[config.mk]
export PLATFORM = sky130hd
export DESIGN_NAME = conv_result_streamer
export DESIGN_NICKNAME = d
export VERILOG_FILES = /design/src/rtl/conv_result_streamer.sv
export SDC_FILE = /design/constraint.sdc
export NUM_CORES = 1
export LEC_CHECK = 0
export ABC_CLOCK_PERIOD_IN_PS = 34700
export BUFFER_PORTS_ARGS = -buffer_cell sky130_fd_sc_hd__buf_2
export CAP_MARGIN = 10
export CORE_AREA = 2 2 236 238
export DETAILED_ROUTE_END_ITERATION = 12
export DIE_AREA = 0 0 238 240
export HOLD_SLACK_MARGIN = 0.05
export PLACE_DENSITY = 0.65
export SLEW_MARGIN = 20
export SYNTH_ARGS = -nofsm -noshare
export SYNTH_HDL_FRONTEND = slang
export SYNTH_SLANG_ARGS = --single-unit
[constraint.sdc]
create_clock -name clk -period 34.7 [get_ports clk]
set_clock_uncertainty 0.2 [all_clocks]
set_input_delay 3.47 -clock clk [delete_from_list [all_inputs] [get_ports clk]]
set_output_delay 3.47 -clock clk [all_outputs]
set_load 0.01 [all_outputs]
[src/rtl/conv_result_streamer.sv]
// conv_result_streamer: captures a ROWSxCOLS result frame and drains it row-major over valid/ready; define RESULT_RELU_EN to rectify words at capture.
module conv_result_streamer #(
    parameter int ROWS = 6,
    parameter int COLS = 6,
    parameter int W    = 16
) (
    input  logic                clk,
    input  logic                reset,
    input  logic                in_st,
    input  logic signed [W-1:0] din [0:ROWS-1][0:COLS-1],
    output logic                m_valid,
    input  logic                m_ready,
    output logic signed [W-1:0] m_data,
    output logic [2:0]          m_row,
    output logic [2:0]          m_col,
    output logic                m_last,
    output logic                busy,
    output logic                overrun
);
    typedef enum logic {IDLE, STREAM} state_t;
    state_t state, state_nx;
    logic signed [W-1:0] frame [0:ROWS-1][0:COLS-1];
    logic [2:0] row, col;
    logic at_end, xfer, done, capture;
    function automatic logic signed [W-1:0] rect(input logic signed [W-1:0] v);
`ifdef RESULT_RELU_EN
        return v[W-1] ? '0 : v;
`else
        return v;
`endif
    endfunction
    always_comb begin
        at_end   = (row == 3'(ROWS-1)) && (col == 3'(COLS-1));
        xfer     = (state == STREAM) && m_ready;
        done     = xfer && at_end;
        capture  = in_st && ((state == IDLE) || done);
        state_nx = capture ? STREAM : done ? IDLE : state;
    end
    always_ff @(posedge clk or negedge reset) begin
        if (!reset) state <= IDLE;
        else state <= state_nx;
    end
    // A strobe is only dropped when the frame in flight is not finishing this cycle.
    always_ff @(posedge clk or negedge reset) begin
        if (!reset) begin
            row     <= '0;
            col     <= '0;
            overrun <= 1'b0;
        end else begin
            overrun <= in_st && (state == STREAM) && !done;
            if (capture || done) begin
                row <= '0;
                col <= '0;
            end else if (xfer) begin
                col <= (col == 3'(COLS-1)) ? 3'd0 : col + 3'd1;
                row <= (col == 3'(COLS-1)) ? row + 3'd1 : row;
            end
        end
    end
    always_ff @(posedge clk) begin
        if (capture)
            for (int r = 0; r < ROWS; r++)
                for (int c = 0; c < COLS; c++)
                    frame[r][c] <= rect(din[r][c]);
    end
    assign m_valid = (state == STREAM);
    assign busy    = m_valid;
    assign m_row   = row;
    assign m_col   = col;
    assign m_last  = m_valid && at_end;
    assign m_data  = m_valid ? frame[row][col] : '0;
endmodule

==> report_table.html <==
<table>
<tr><th>Metric</th><th>Value</th></tr>
<tr><th colspan="2">Run</th></tr>
<tr><td>Max-Cap Viols</td><td>0</td></tr>
<tr><th colspan="2">Global route</th></tr>
<tr><td>Number of global-route vias before repair</td><td>13900</td></tr>
<tr><td>Antenna violations before repair</td><td>38</td></tr>
<tr><td>Leftover overflow at the end of global routing</td><td>0</td></tr>
<tr><td>Global-route usage over all layers</td><td>0.229</td></tr>
<tr><td>First-pass GRT wire length</td><td>92800 microns</td></tr>
<tr><td>Pin count of the biggest net entering global routing</td><td>191</td></tr>
<tr><th colspan="2">Route</th></tr>
<tr><td>Count of unresolved DRC violations after routing</td><td>0</td></tr>
<tr><td>Number of nets with antenna violations after routing</td><td>0</td></tr>
<tr><td>Via density per instance</td><td>5.18</td></tr>
<tr><td>Iteration-0 DRC count of the detailed router</td><td>1139</td></tr>
<tr><td>Overall routed net length</td><td>67300 microns</td></tr>
<tr><td>Wire length per cell</td><td>25.9 microns</td></tr>
<tr><td>Length of the first detailed-routing pass in iterations</td><td>5</td></tr>
<tr><td>Vias</td><td>13400</td></tr>
<tr><th colspan="2">Floorplanning</th></tr>
<tr><td>Die footprint</td><td>0.0571 sq mm</td></tr>
<tr><td>Site Rows</td><td>86</td></tr>
<tr><td>Placeable core region</td><td>0.0547 sq mm</td></tr>
<tr><td>Initial core utilization</td><td>0.414</td></tr>
<tr><td>Die height</td><td>240 microns</td></tr>
<tr><td>Ports placed on the boundary</td><td>606</td></tr>
<tr><td>X dimension of the die</td><td>around 240 microns</td></tr>
<tr><th colspan="2">Yosys</th></tr>
<tr><td>Biggest area consumer among synthesized cells</td><td>sky130_fd_sc_hd__edfxtp_1</td></tr>
<tr><td>Ranking of synthesized cells by instance count</td><td>sky130_fd_sc_hd__edfxtp_1, sky130_fd_sc_hd__mux2i_1, sky130_fd_sc_hd__o22ai_1, sky130_fd_sc_hd__nor2_1, sky130_fd_sc_hd__buf_2</td></tr>
<tr><td>Sequential fraction of the synthesis area</td><td>0.773</td></tr>
<tr><td>Post-Syn Area</td><td>0.0226 sq mm</td></tr>
<tr><td>Adder and majority cell fraction of the synthesized area</td><td>0.00111</td></tr>
<tr><td>Warnings from Yosys</td><td>0</td></tr>
<tr><td>Synth Net Count</td><td>1781</td></tr>
<tr><td>Count of state elements after synthesis</td><td>around 580</td></tr>
<tr><td>Flip-flop cell with the highest count after synthesis</td><td>sky130_fd_sc_hd__edfxtp_1</td></tr>
<tr><td>Main area contributors after synthesis</td><td>sky130_fd_sc_hd__edfxtp_1, sky130_fd_sc_hd__mux2i_1, sky130_fd_sc_hd__mux4_2, sky130_fd_sc_hd__o22ai_1, sky130_fd_sc_hd__a22o_1</td></tr>
<tr><td>Post-synthesis simple-gate area fraction</td><td>0.0262</td></tr>
<tr><td>Synthesized instance count</td><td>1199</td></tr>
<tr><td>Number of distinct library cell variants in the gate-level netlist after synthesis</td><td>38</td></tr>
<tr><td>Area share of the largest cell type after synthesis</td><td>0.764</td></tr>
<tr><td>Average cell area after synthesis</td><td>18.9 sq um</td></tr>
<tr><td>Multiplexer fraction of the synthesized cell area</td><td>0.132</td></tr>
<tr><td>Largest family of logic cells by synthesized area</td><td>multiplexers</td></tr>
<tr><td>EDFF count, synth</td><td>between 500 and 600</td></tr>
<tr><td>Fraction of registers with async set/reset</td><td>0.0137</td></tr>
<tr><td>Share of the synthesized area in compound gates (AO/OA/AOI/OAI)</td><td>0.0484</td></tr>
<tr><td>Leading cell type by number of instances after synthesis</td><td>sky130_fd_sc_hd__edfxtp_1</td></tr>
<tr><td>Parity-gate share of the synthesized area counting xor and xnor cells</td><td>0.00116</td></tr>
<tr><th colspan="2">Timing</th></tr>
<tr><td>Maximum achievable frequency</td><td>0.119 GHz</td></tr>
<tr><td>Setup-violating endpoint count in the final report</td><td>0</td></tr>
<tr><td>Slew Limit Fails</td><td>0</td></tr>
<tr><td>Tightest Pin Transition</td><td>1.29 ns</td></tr>
<tr><td>Shortest period the worst path allows</td><td>between 8 and 9 ns</td></tr>
<tr><td>Unrepaired setup endpoints after global routing</td><td>false</td></tr>
<tr><td>Sum of negative setup slack</td><td>0 ns</td></tr>
<tr><td>Final Hold Vio Count</td><td>0</td></tr>
<tr><td>Worst rel slew slack</td><td>0.140</td></tr>
<tr><td>Share of the cycle needed by the critical path after routing</td><td>0.243</td></tr>
<tr><th colspan="2">Placement</th></tr>
<tr><td>Hpwl dp</td><td>slightly below 50000 microns</td></tr>
<tr><td>Count of buffers from port buffering</td><td>605</td></tr>
<tr><td>Routability-driven placement congestion ratio</td><td>around 0.86</td></tr>
<tr><td>Area post-placement</td><td>0.0263 sq mm</td></tr>
<tr><th colspan="2">Worst setup path</th></tr>
<tr><td>Worst path bufs/invs</td><td>3</td></tr>
<tr><td>Cell class contributing the biggest share of worst-path delay</td><td>buffers and inverters</td></tr>
<tr><td>Endpoint class of the critical path</td><td>output port</td></tr>
<tr><td>Category of the critical setup timing path</td><td>reg -&gt; out</td></tr>
<tr><td>Arrival time of the worst setup path</td><td>4.76 ns</td></tr>
<tr><td>Crit path cell chain</td><td>buf_4, buf_4, mux4_2, nor2_1, a21oi_1, a22o_1, a22o_1, buf_2</td></tr>
<tr><td>Crit-path max cell delay</td><td>1.00 ns</td></tr>
<tr><td>Crit-path slowest cell</td><td>sky130_fd_sc_hd__dfrtp_4</td></tr>
<tr><td>Critical path required time</td><td>a little over 30 ns</td></tr>
<tr><td>Startpoint kind of the worst setup timing path</td><td>flop</td></tr>
<tr><td>Maximum fanout along the worst path</td><td>50</td></tr>
<tr><th colspan="2">Clock tree</th></tr>
<tr><td>TritonCTS Buffers</td><td>61</td></tr>
<tr><td>Clock latency on the worst-skew pair</td><td>between 0.6 and 0.7 ns</td></tr>
<tr><td>Reg clk slew, reported paths</td><td>roughly 0.070 ns</td></tr>
<tr><td>Clk sink count</td><td>approximately 580</td></tr>
<tr><td>Number of gates given a new drive strength after cts</td><td>0</td></tr>
<tr><td>Count of hold-fix buffers inserted at cts</td><td>0</td></tr>
<tr><td>CTS H-Tree Depth</td><td>2</td></tr>
<tr><td>Cell at the root of the clock tree</td><td>sky130_fd_sc_hd__clkbuf_16</td></tr>
<tr><td>Number of buffers on the longest clock path</td><td>3</td></tr>
<tr><td>CTS tree</td><td>built</td></tr>
<tr><td>Number of post-CTS setup repair buffers</td><td>0</td></tr>
<tr><th colspan="2">Run status</th></tr>
<tr><td>Result of the run</td><td>finished, final reports clean</td></tr>
<tr><th colspan="2">Cells and area</th></tr>
<tr><td>Share of layout cells above drive strength 1</td><td>0.414</td></tr>
<tr><td>Cell area after layout</td><td>between 0.02 and 0.03 sq mm</td></tr>
<tr><td>Synth-to-Final Area Change</td><td>25.7%</td></tr>
<tr><td>Final Net Count</td><td>between 2000 and 2500</td></tr>
<tr><th colspan="2">Hold path</th></tr>
<tr><td>Min-Delay Path Class</td><td>reg -&gt; reg</td></tr>
<tr><th colspan="2">Pwr</th></tr>
<tr><td>Static leakage power</td><td>10.5 nW</td></tr>
<tr><td>Pwr/cell area</td><td>69.3 mW/mm^2</td></tr>
<tr><td>Max IR drop VDD</td><td>between 0.00004 and 0.00005 V</td></tr>
</table>
-- cell families after synthesis --
logic type / Yosys count
xor+xnor: 3
fa+ha+maj: 2
simple gates: 115
mux: 256
compound gates: 166
flops: 584
buf+inv: 73
-- layout by cell type, fill, tap and decap left out, drive strengths merged --
cell	synthesis	final
a211oi	16	16
a21oi	36	36
a22o	32	32
and2	1	1
and3	2	2
and3b	1	1
buf	56	623
bufinv	0	10
clkbuf	15	75
clkinv	0	23
clkinvlp	0	2
dfrtp	8	8
diode	0	30
edfxtp	576	576
ha	2	2
inv	2	3
mux2	16	16
mux2i	208	208
mux4	32	32
nand2	20	20
nand2b	1	1
nand3	4	4
nand3b	2	2
nand4b	1	1
nand4bb	3	3
nor2	53	53
nor2b	1	1
nor3	3	3
nor3b	2	2
nor4	17	17
o21ai	1	1
o22ai	80	80
o2bb2ai	1	1
or3b	1	1
or4b	3	3
xor2	3	3
-- worst paths after layout --
kind                                           start                      to  slack [ns]  depth (start not counted)
worst max-delay path            m_row[0]$_DFFE_PN0P_               m_data[3]       26.27                          8
worst min-delay path            m_col[2]$_DFFE_PN0P_    m_col[2]$_DFFE_PN0P_        0.44                          2
worst max register to register  m_row[0]$_DFFE_PN0P_  frame[4][80]$_DFFE_PP_       28.19                          9
worst min register to register  m_col[2]$_DFFE_PN0P_    m_col[2]$_DFFE_PN0P_        0.44                          2
max in group asynchronous                      reset    m_row[1]$_DFFE_PN0P_       31.58                          1
min in group asynchronous                      reset    m_col[0]$_DFFE_PN0P_        2.49                          1
-- state kept, by name (all words and copies together) (netlist names) --
signal	count
frame	576
m_col	3
overrun	1
busy	1
m_row	3
-- per-layer routing --
| layer | vias to the layer above | share of wire | routed length [microns] | global-route usage |
|---|---|---|---|---|
| met1 | 6596 | 0.39 | 26000 | 0.283 |
| li1 | 6134 | - | - | - |
| met5 | - | 0.0019 | 130 | 0 |
| met3 | 124 | 0.087 | 5860 | 0.0750 |
| met4 | 20 | 0.040 | 2690 | 0.109 |
| met2 | 561 | 0.48 | 32600 | 0.366 |
-- worst reg2reg max path: stages, from the launching register on --
cell and delay, ns:
sky130_fd_sc_hd__dfrtp_4 1.00, sky130_fd_sc_hd__buf_4 0.85, sky130_fd_sc_hd__ha_1 0.29, sky130_fd_sc_hd__and2_1 0.23, sky130_fd_sc_hd__nand3_1 0.18, sky130_fd_sc_hd__a21oi_4 0.23, sky130_fd_sc_hd__buf_4 0.61, sky130_fd_sc_hd__buf_12 0.57
sky130_fd_sc_hd__buf_4 1.09, sky130_fd_sc_hd__buf_4 0.84
-- per-stage QoR --
step / setup slack [ns] / power [mW] / utilization / instances / hold slack [ns]
final: 26.27 / 1.97 / 0.521 / 2596 / 0.436
after floorplan: 1.28 / 1.12 / - / 1199 / 0.410
after global routing: 25.96 / 2.05 / 0.520 / 2590 / 0.495
after CTS: 26.12 / 1.99 / 0.519 / 2566 / 0.436
after detailed placement: 26.78 / 1.33 / 0.482 / 2455 / 0.417
after global placement: 26.81 / 1.33 / 0.481 / 2453 / 0.399
-- layout make-up --
type	instances	area, sq um
diodes	30	75.1
clock buffers	75	1600
clock inverters	36	445
fillers	4593	26200
inverters	2	7.51
multi-input cells	542	4750
flip-flops and latches	584	17500
well taps	704	881
repair buffers	623	3190
-- where the power goes --
part / leakage [nW] / internal, mW / switching, mW / total (mW)
logic: 4.20 / 0.197 / 0.286 / 0.483
clock network: 0.996 / 0.400 / 0.266 / 0.667
registers: 5.27 / 0.781 / 0.0402 / 0.821
(Power assumes the default switching activity.)
